## src/rtl/alu_input_sequencer_if.sv

```systemverilog
// Board-side bundle for the ALU input sequencer: switch/button inputs toward
// the sequencer and the registered result, flags and state coming back.
interface alu_input_sequencer_if #(
  parameter int NB_DATA = 8,
  parameter int NB_BTN  = 4
);
  logic [NB_DATA-1:0] i_sw;
  logic [NB_BTN-1:0]  i_btn;
  logic [NB_DATA-1:0] o_led;
  logic [2:0]         o_flags;
  logic [1:0]         o_state;
  logic               o_valid;

  // Board / stimulus side
  modport master (
    output i_sw, i_btn,
    input  o_led, o_flags, o_state, o_valid
  );

  // Sequencer side
  modport slave (
    input  i_sw, i_btn,
    output o_led, o_flags, o_state, o_valid
  );
endinterface

```

## src/rtl/alu_input_sequencer.sv

```systemverilog
// Operand-entry and execution controller for the board ALU path.
// Buttons are synchronised, optionally debounced (build macro DEBOUNCE_EN)
// and edge detected into one-cycle commands. A small FSM loads A, B and the
// opcode from the switches and runs a registered ALU operation on execute.
// Without DEBOUNCE_EN the synchroniser feeds the edge detector directly and
// DEBOUNCE_CYCLES has no effect.
module alu_input_sequencer #(
  parameter int NB_DATA         = 8,
  parameter int NB_OP           = 6,
  parameter int NB_BTN          = 4,
  parameter int DEBOUNCE_CYCLES = 16
) (
  input logic                  clock,
  input logic                  i_reset,
  alu_input_sequencer_if.slave bus
);

  localparam int MSB = NB_DATA - 1;

  localparam logic [1:0] ST_IDLE  = 2'b00;
  localparam logic [1:0] ST_ARMED = 2'b01;
  localparam logic [1:0] ST_EXEC  = 2'b10;
  localparam logic [1:0] ST_HOLD  = 2'b11;

  localparam logic [NB_OP-1:0] OP_ADD = NB_OP'(6'b100000);
  localparam logic [NB_OP-1:0] OP_SUB = NB_OP'(6'b100010);
  localparam logic [NB_OP-1:0] OP_AND = NB_OP'(6'b100100);
  localparam logic [NB_OP-1:0] OP_OR  = NB_OP'(6'b100101);
  localparam logic [NB_OP-1:0] OP_XOR = NB_OP'(6'b100110);
  localparam logic [NB_OP-1:0] OP_NOR = NB_OP'(6'b100111);
  localparam logic [NB_OP-1:0] OP_SRA = NB_OP'(6'b000011);
  localparam logic [NB_OP-1:0] OP_SRL = NB_OP'(6'b000010);

  // Returns {overflow, carry, result}. Undefined opcodes yield all zeros.
  function automatic logic [NB_DATA+1:0] alu_eval(
    input logic [NB_DATA-1:0] a,
    input logic [NB_DATA-1:0] b,
    input logic [NB_OP-1:0]   op
  );
    logic [NB_DATA:0]          wide;
    logic [NB_DATA-1:0]        res;
    logic signed [NB_DATA-1:0] sa;
    logic signed [NB_DATA-1:0] sres;
    logic [31:0]               shamt;
    logic                      carry;
    logic                      ovf;
    wide  = '0;
    res   = '0;
    sa    = $signed(a);
    sres  = '0;
    shamt = 32'(b);
    carry = 1'b0;
    ovf   = 1'b0;
    case (op)
      OP_ADD: begin
        wide  = {1'b0, a} + {1'b0, b};
        res   = wide[NB_DATA-1:0];
        carry = wide[NB_DATA];
        ovf   = (a[MSB] == b[MSB]) && (res[MSB] != a[MSB]);
      end
      OP_SUB: begin
        // Bit NB_DATA of the widened difference is the unsigned borrow.
        wide  = {1'b0, a} - {1'b0, b};
        res   = wide[NB_DATA-1:0];
        carry = wide[NB_DATA];
        ovf   = (a[MSB] != b[MSB]) && (res[MSB] != a[MSB]);
      end
      OP_AND: res = a & b;
      OP_OR:  res = a | b;
      OP_XOR: res = a ^ b;
      OP_NOR: res = ~(a | b);
      OP_SRL: begin
        if (shamt >= 32'(NB_DATA)) res = '0;
        else                       res = a >> b;
      end
      OP_SRA: begin
        if (shamt >= 32'(NB_DATA)) begin
          res = {NB_DATA{a[MSB]}};
        end else begin
          sres = sa >>> b;
          res  = sres;
        end
      end
      default: res = '0;
    endcase
    return {ovf, carry, res};
  endfunction

  logic [NB_BTN-1:0]  sync_p0;
  logic [NB_BTN-1:0]  sync_p1;
  logic [NB_BTN-1:0]  level;
  logic [NB_BTN-1:0]  level_q;
  logic [NB_BTN-1:0]  cmd_p2;

  logic               load_a;
  logic               load_b;
  logic               load_op;
  logic               exec_cmd;
  logic               any_load;

  logic [NB_DATA-1:0] opa;
  logic [NB_DATA-1:0] opb;
  logic [NB_OP-1:0]   opcode;

  logic [1:0]         state;
  logic [NB_DATA-1:0] led_q;
  logic [2:0]         flags_q;
  logic               valid_q;
  logic [NB_DATA+1:0] alu_out;

  // ---- stage p0/p1: two-flop synchroniser for the asynchronous buttons ----
  // Bring the raw buttons into the clock domain
  always_ff @(posedge clock) begin
    if (i_reset) begin
      sync_p0 <= '0;
      sync_p1 <= '0;
    end else begin
      sync_p0 <= bus.i_btn;
      sync_p1 <= sync_p0;
    end
  end

`ifdef DEBOUNCE_EN
  localparam int CNT_W = $clog2(DEBOUNCE_CYCLES + 1);
  localparam logic [CNT_W-1:0] CNT_LAST = CNT_W'(DEBOUNCE_CYCLES - 1);

  logic [CNT_W-1:0]  db_cnt [NB_BTN];
  logic [NB_BTN-1:0] db_level;

  // Accept a new level only after it has persisted; any reversion restarts
  always_ff @(posedge clock) begin
    if (i_reset) begin
      db_level <= '0;
      for (int i = 0; i < NB_BTN; i++) db_cnt[i] <= '0;
    end else begin
      for (int i = 0; i < NB_BTN; i++) begin
        if (sync_p1[i] == db_level[i]) begin
          db_cnt[i] <= '0;
        end else if (db_cnt[i] == CNT_LAST) begin
          db_level[i] <= sync_p1[i];
          db_cnt[i]   <= '0;
        end else begin
          db_cnt[i] <= db_cnt[i] + CNT_W'(1);
        end
      end
    end
  end

  assign level = db_level;
`else
  assign level = sync_p1;
`endif

  // ---- stage p2: rising-edge detect into one-cycle command pulses ----
  // A held button produces a single pulse on its rising edge
  always_ff @(posedge clock) begin
    if (i_reset) begin
      level_q <= '0;
      cmd_p2  <= '0;
    end else begin
      level_q <= level;
      cmd_p2  <= level & ~level_q;
    end
  end

  // Fixed priority: load A > load B > load opcode > execute
  always_comb begin
    load_a   = cmd_p2[0];
    load_b   = cmd_p2[1] & ~cmd_p2[0];
    load_op  = cmd_p2[2] & ~|cmd_p2[1:0];
    exec_cmd = cmd_p2[3] & ~|cmd_p2[2:0];
    any_load = |cmd_p2[2:0];
  end

  // Operand registers capture the switches; commands during EXEC are dropped
  always_ff @(posedge clock) begin
    if (i_reset) begin
      opa    <= '0;
      opb    <= '0;
      opcode <= '0;
    end else if (state != ST_EXEC) begin
      if (load_a)  opa    <= bus.i_sw;
      if (load_b)  opb    <= bus.i_sw;
      if (load_op) opcode <= bus.i_sw[NB_OP-1:0];
    end
  end

  assign alu_out = alu_eval(opa, opb, opcode);

  // ---- stage p3: sequencing FSM and registered result/flags ----
  // Result and flags are only written in EXEC; a load in HOLD invalidates them
  always_ff @(posedge clock) begin
    if (i_reset) begin
      state   <= ST_IDLE;
      led_q   <= '0;
      flags_q <= '0;
      valid_q <= 1'b0;
    end else begin
      case (state)
        ST_IDLE: begin
          if (any_load) state <= ST_ARMED;
        end
        ST_ARMED: begin
          if (!any_load && exec_cmd) state <= ST_EXEC;
        end
        ST_EXEC: begin
          led_q   <= alu_out[NB_DATA-1:0];
          flags_q <= {alu_out[NB_DATA+1], alu_out[NB_DATA],
                      (alu_out[NB_DATA-1:0] == '0)};
          valid_q <= 1'b1;
          state   <= ST_HOLD;
        end
        default: begin
          if (any_load) begin
            valid_q <= 1'b0;
            state   <= ST_ARMED;
          end else if (exec_cmd) begin
            state <= ST_EXEC;
          end
        end
      endcase
    end
  end

  assign bus.o_led   = led_q;
  assign bus.o_flags = flags_q;
  assign bus.o_state = state;
  assign bus.o_valid = valid_q;

endmodule

```

## src/flat_wrapper.sv

```systemverilog
// flat-port wrapper written by rule: the top's interface ports become plain ports
module alu_input_sequencer_flat 
#(
  parameter int NB_DATA         = 8,
  parameter int NB_OP           = 6,
  parameter int NB_BTN          = 4,
  parameter int DEBOUNCE_CYCLES = 16
)
  (clock, i_reset, bus_i_sw, bus_i_btn, bus_o_led, bus_o_flags, bus_o_state, bus_o_valid);
  alu_input_sequencer_if #(.NB_DATA(NB_DATA), .NB_BTN(NB_BTN)) bus_i ();
  input logic clock;
  input logic i_reset;
  input wire logic [$bits(bus_i.i_sw)-1:0] bus_i_sw;
  input wire logic [$bits(bus_i.i_btn)-1:0] bus_i_btn;
  output wire logic [$bits(bus_i.o_led)-1:0] bus_o_led;
  output wire logic [$bits(bus_i.o_flags)-1:0] bus_o_flags;
  output wire logic [$bits(bus_i.o_state)-1:0] bus_o_state;
  output wire logic [$bits(bus_i.o_valid)-1:0] bus_o_valid;
  assign bus_i.i_sw = bus_i_sw;
  assign bus_i.i_btn = bus_i_btn;
  assign bus_o_led = bus_i.o_led;
  assign bus_o_flags = bus_i.o_flags;
  assign bus_o_state = bus_i.o_state;
  assign bus_o_valid = bus_i.o_valid;
  alu_input_sequencer #(.NB_DATA(NB_DATA), .NB_OP(NB_OP), .NB_BTN(NB_BTN), .DEBOUNCE_CYCLES(DEBOUNCE_CYCLES)) u_core (.clock(clock), .i_reset(i_reset), .bus(bus_i));
endmodule
```

## config.mk

```make
export PLATFORM = sky130hd
export DESIGN_NAME = alu_input_sequencer_flat
export DESIGN_NICKNAME = d
export VERILOG_FILES = /design/src/rtl/alu_input_sequencer_if.sv /design/src/rtl/alu_input_sequencer.sv /design/src/flat_wrapper.sv
export SDC_FILE = /design/constraint.sdc
export NUM_CORES = 1
export LEC_CHECK = 0
export ABC_AREA = 1
export ABC_CLOCK_PERIOD_IN_PS = 4300
export CORE_MARGIN = 5
export CORE_UTILIZATION = 60
export CTS_BUF_LIST = sky130_fd_sc_hd__clkbuf_2
export DETAILED_ROUTE_END_ITERATION = 6
export GPL_ROUTABILITY_DRIVEN = 0
export HOLD_SLACK_MARGIN = 0.03
export PLACE_DENSITY = 0.82
export SYNTH_ARGS = -nofsm -noshare
export SYNTH_HDL_FRONTEND = slang
export SYNTH_SLANG_ARGS = --single-unit
```

## constraint.sdc

```tcl
create_clock -name clock -period 4.3 [get_ports clock]
set_input_delay 0.86 -clock clock [delete_from_list [all_inputs] [get_ports clock]]
set_output_delay 0.86 -clock clock [all_outputs]
set_load 0.03 [all_outputs]
```

======== Word level (Yosys, flattened, before mapping) ========
Cells that the tools add are included.
storage, ports and cells
  flip-flop bits (word level) ............. 52
  word-level logic and storage cells ...... 73
  output and inout bits ................... 14
  bits of input ports ..................... 14
cells by class
  bitwise logic cells ..................... 11
  muxes and demuxes ....................... 12
  magnitude comparators ................... 1
  $add $sub $neg .......................... 2
  equality and inequality tests ........... 17
  shifts and indexed selects .............. 2
  reduce and logical (&&, ||, !) cells .... 17
operators with widths
  cell                                                                count
  case mux 8 bit (8 select lines)                                     1
  == test 6 bit (second input constant)                               6
  2-to-1 mux 8 bit                                                    2
  == test 6 x 2 -> 1 bit (second input constant)                      2
  adder 8 x 8 -> 9 bit                                                1
  subtractor 8 x 8 -> 9 bit                                           1
  AND 8 bit                                                           1
  greater-or-equal comparator 8 x 4 -> 1 bit (second input constant)  1
  logical NOT 8 bit                                                   1
  2-to-1 mux 2 bit                                                    4
  inverter 8 bit                                                      1
  bitwise OR 8 bit                                                    1
  AND reduction 2 bit                                                 4
  right shift 8 x 8 -> 8 bit                                          1
  >>> shifter 8 x 8 -> 8 bit                                          1
  bitwise XOR 8 bit                                                   1
  case mux 1 bit (2 select lines)                                     3
  case mux 2 bit (3 select lines)                                     1
  AND 4 bit                                                           1
  != test 2 x 1 -> 1 bit (second input constant)                      2
  inverter 4 bit                                                      1
  nonzero test 4 bit                                                  1
  OR reduction 2 bit                                                  2
  AND 1 bit                                                           3
  other kinds (13)                                                    19

======== Logic depth before layout (Yosys ltp) ========
  depth after elaboration ................. 6
  gate-level depth with buffers ........... 18
  depth with buffers taken out ............ 17

======== Worst setup path after synthesis ========
Ideal clock, no wire load.
  path kind ............................... register -> register
  start point ............................. register u_core.opb[2]
  end point ............................... register u_core.flags_q[0], in the netlist u_core.bus.o_flags[0]
  arrival time ............................ 2.082 ns
  setup time .............................. 0.067 ns
  period minus slack after synthesis ...... 2.150 ns
  setup slack ............................. 2.150 ns
  path buffers ............................ 1
  cell stages (with the launch flop) ...... 19
  required time ........................... 4.233 ns
  cell sequence ........................... dfxtp_1 buf_2 inv_2 ha_1 inv_2 nand2_2 nand2_2 inv_2 nand2_2 nand3_2 nand2_2 nand2_1 nand3_1 nand2_1 nor2_2 nand2_1 nor2_1 nand3_1 a21oi_2
on the way
  longest elaborated chain between the ends .. 4
  elaborated cells between the ends (all ways) .. 13
  classes of those cells .................. add/sub (2); order compare (1); shift (2); mux (3); bitwise (4); reduce/logical (1)
RTL lines
  element                                                                   RTL line                                              text
  start, declared                                                           alu_input_sequencer.sv:102                            logic [NB_DATA-1:0] opb;
  start signal, assigned                                                    alu_input_sequencer.sv:183                            if (load_b) opb <= bus.i_sw;
  greater-or-equal comparator 8 x 4 -> 1 bit, or another cell as far along  alu_input_sequencer.sv:73, alu_input_sequencer.sv:77
  2-to-1 mux 8 bit, or another cell as far along                            alu_input_sequencer.sv:77                             if (shamt >= 32'(NB_DATA)) begin
  case mux 8 bit (8 select lines) *                                         alu_input_sequencer.sv:54                             case (op)
  logical NOT 8 bit *                                                       alu_input_sequencer.sv:209                            (alu_out[NB_DATA-1:0] == '0)};
  end signal, assigned                                                      alu_input_sequencer.sv:208                            flags_q <= {alu_out[NB_DATA+1], alu_out[NB_DATA],
  end, declared                                                             alu_input_sequencer.sv:107                            logic [2:0] flags_q;
Every way passes the cells marked *; elsewhere a longest branch is shown, timed or not.
A chain may end at the register's enable or synchronous reset.

======== Worst setup path in the final report ========
Same ends and word-level chain as after synthesis.

==> qor.yml <==
timing:
  setup-tns-final_ns: 0
  hold_viol: 0
  setup_viol: 0
  worstMarginPinSlew_ns: 0.844
  maxSlewHeadroom: 0.437
  fin_crit_sh: 0.677
  rsz0062_at_grt: "false"
  fmax_mhz: 344
  fin_skew_ns: 0.0292
  period_minus_slack_ns: 2.91
  report.final.slew_viol_count: 0
logic_synthesis:
  ys_ff_latch: 52
  ys_warn_count: 0
  synthFlopType: "dfxtp_1"
  yosysSeqAreaShare: 0.282
  synth_common_cells: "nand2_1 (125), inv_1 (65), nor2_1 (53)"
  synth_top_area_cell: "dfxtp_1"
  yosysTopAreaCellShare: 0.282
  yosysMostFrequentCell: "nand2_1"
  syn_area_per_cell_um2: 6.54
  syn_inst: 565
  synthesis.area_um2: 3700
  synth_cell_types: 35
  synth_area_leaders: "dfxtp_1 (28%), nand2_1 (13%), ha_1 (9.8%)"
  async_flop_share: 0
  syn_nets: 610
  synth-edff-count: 0
clock_network:
  cts_root_buf: "clkbuf_2"
  cts_resized: 0
  cts_buffer_depth: 2
  numClockSinks: 52
  clk_latency_ns: 0.45
  postCtsSetupRepairBufs: 0
  cts_max_level: 2
  clkSlewWorstSetupHoldPaths_ns: 0.26
  cts_hold_buffers: 0
  cts_tree: "done"
  cts_buffers: 5
critical_path:
  reg2reg_depth: 14
  path_cells: "inv_2 -> ha_1 -> nand3_1 -> nand2_1 -> nand4_1 -> nand2_1 -> nand2_1 -> nand2_1 -> nor2_1 -> nor2_2 -> nand2_1 -> nor2_1 -> nand3_1 -> a21oi_2"
  crit_end: "u_core.bus.o_flags[0]$_SDFFE_PP0P_"
  critPathKind: "register to register"
  slowest_stage: "dfxtp_1"
  r2r-end: "u_core.bus.o_flags[0]$_SDFFE_PP0P_"
  r2r-start: "u_core.opb[2]$_SDFFE_PP0P_"
  cp-start-kind: "register"
  critPathRequiredTime_ns: 4.68
  crit_fanout: 12
  max_stage_delay_ns: 0.75
  cp_common_cell: "nand2_1"
  startpoint: "u_core.opb[2]$_SDFFE_PP0P_"
  critPathArrivalTime_ns: 3.29
  r2r_slack_ns: 1.39
  critPathCaptureType: "register"
power_and_ir_drop:
  seqPwrFrac: 0.437
  worst_ir_drop_vdd_v: 0.000277
  pwr-share-clk: 0.194
  switching_share: 0.383
  internal-power_uw: 814
  switchingPower_uw: 505
  power_leakage_uw: 0.00181
  power_density_nw_per_um2: 327
  power_frac_comb: 0.368
finish:
  nets: 626
  areaGrowthSynthToFinish_pct: 9.14
  drive_above_1_share: 0.0808
  final_cell_area_um2: 4040
  regArea_um2: 1040
  n_antenna_cell: 0
  fillers: 551
  multiInputGateArea_um2: 2260
die:
  die_w_um: 88.5
  design.die.area_um2: 7830
  die_h_um: 88.5
  core_um2: 5960
  io_pins: 28
  initial_core_util: 0.621
  rows: 28
route:
  post_drt_wl_per_cell_um: 14.6
  firstDrtPassIters: 6
  routed_wl_um: 9570
  wirelength_met1_um: 4160
  ant_nets: 0
  route.met3.wl_um: 674
  routed.top_layer: "met4"
  wl_met2_um: 4430
  viasPerCell: 5.71
  dr.first_iter.drc_count: 452
  drc: 0
  num_vias: 3753
placement:
  portBuffers: 27
  place_area_um2: 3970
  place_hpwl_um: 7580
global_route:
  grt.total_usage: 0.259
  antenna_found_initial: 0
  grt_pass1_vias: 3437
  grt_max_degree: 35
  grt_pass1_wl_um: 16000
  grt_overflow: 0
outcome:
  run_status: "complete, no violations"
min_path:
  hold_class: "register to register"
flow_run:
  cap_violations: 0
==> how the worst min path moves through the flow <==
stage                     slack [ns]                         start  cells after the start                     endpoint
after CTS                       0.41  u_core.level_q[3]$_SDFF_PP0_                      1  u_core.cmd_p2[3]$_SDFF_PP0_
after global routing            0.43  u_core.level_q[1]$_SDFF_PP0_                      1  u_core.cmd_p2[1]$_SDFF_PP0_
final                           0.41  u_core.level_q[3]$_SDFF_PP0_                      1  u_core.cmd_p2[3]$_SDFF_PP0_
after global placement          0.38  u_core.level_q[3]$_SDFF_PP0_                      1  u_core.cmd_p2[3]$_SDFF_PP0_
after floorplan                 0.37  u_core.level_q[0]$_SDFF_PP0_                      1  u_core.cmd_p2[0]$_SDFF_PP0_
after detailed placement        0.38  u_core.level_q[3]$_SDFF_PP0_                      1  u_core.cmd_p2[3]$_SDFF_PP0_
==> cell families (layout without fill, tap and decap cells) <==
kind of cell | after synthesis | in the layout | synth area share
XOR/XNOR | 2 | 2 | 0.00474
buffers and inverters | 98 | 115 | 0.107
AND/OR/NAND/NOR | 273 | 273 | 0.332
AO/OA/AOI/OAI | 109 | 109 | 0.166
flip-flops | 52 | 52 | 0.282
adder cells (fa/ha/maj) | 31 | 31 | 0.109
==> final cells by class <==
cell class	instances	area share
Inverter	80	0.0744
Timing Repair Buffer	27	0.0670
Clock inverter	3	0.0105
Clock buffer	5	0.00620
Sequential cell	52	0.258
Multi-Input combinational cell	415	0.561
Tap cell	75	0.0233
==> layer usage <==
layer | track usage | up-vias
met5 | 0 | -
met4 | 0.0920 | 0
met3 | 0.0345 | 32
met2 | 0.436 | 185
met1 | 0.339 | 1673
li1 | - | 1863
==> worst max-delay path: cells and delay by family (launching register included) <==
kind                     cells  cell delay (ns)
AO/OA/AOI/OAI                1             0.17
flip-flops                   1             0.75
adder cells (fa/ha/maj)      1             0.46
AND/OR/NAND/NOR             11             1.24
buffers and inverters        1             0.24
==> flip-flops by register name (all words and copies together) (netlist names) <==
| signal | flops |
|---|---|
| u_core.bus.o_led | 8 |
| u_core.opa | 8 |
| u_core.opb | 8 |
| u_core.opcode | 6 |
| u_core.cmd_p2 | 4 |
| u_core.level | 4 |
| u_core.level_q | 4 |
| u_core.sync_p0 | 4 |
| u_core.bus.o_flags | 3 |
| u_core.bus.o_state | 2 |
| u_core.bus.o_valid | 1 |
==> power by group through the flow <==
| stage | sequential [uW] | clock (uW) | combinational [uW] |
|---|---|---|---|
| after global placement | 583 | 0 | 471 |
| final | 577 | 256 | 486 |
| after global routing | 587 | 282 | 535 |
| after floorplan | 647 | 0 | 274 |
| after CTS | 576 | 260 | 484 |
| after detailed placement | 585 | 0 | 482 |
==> cell usage in the layout (no fill, tap or decap), types with 7 or more instances in the layout <==
cell	count
inv_2	14
o211ai_1	11
a21oi_1	47
clkdlybuf4s50_1	27
nand3_1	46
nor2_1	53
nor2_2	10
inv_1	65
nand4_1	11
nor3_1	10
nand2_2	7
o21ai_0	38
dfxtp_1	52
ha_1	29
nand2_1	125
==> metrics by stage <==
stage                     total power [uW]  setup slack [ns]  cells  utilization  hold WS (ns)
after floorplan                        921              2.15    565            -         0.374
after global placement                1050              1.49    649        0.666         0.378
after detailed placement              1070              1.40    649        0.666         0.382
after CTS                             1320              1.49    657        0.678         0.410
after global routing                  1400              1.20    657        0.678         0.426
final                                 1320              1.39    657        0.678         0.409
No activity file was read; power rests on OpenSTA's default activity.
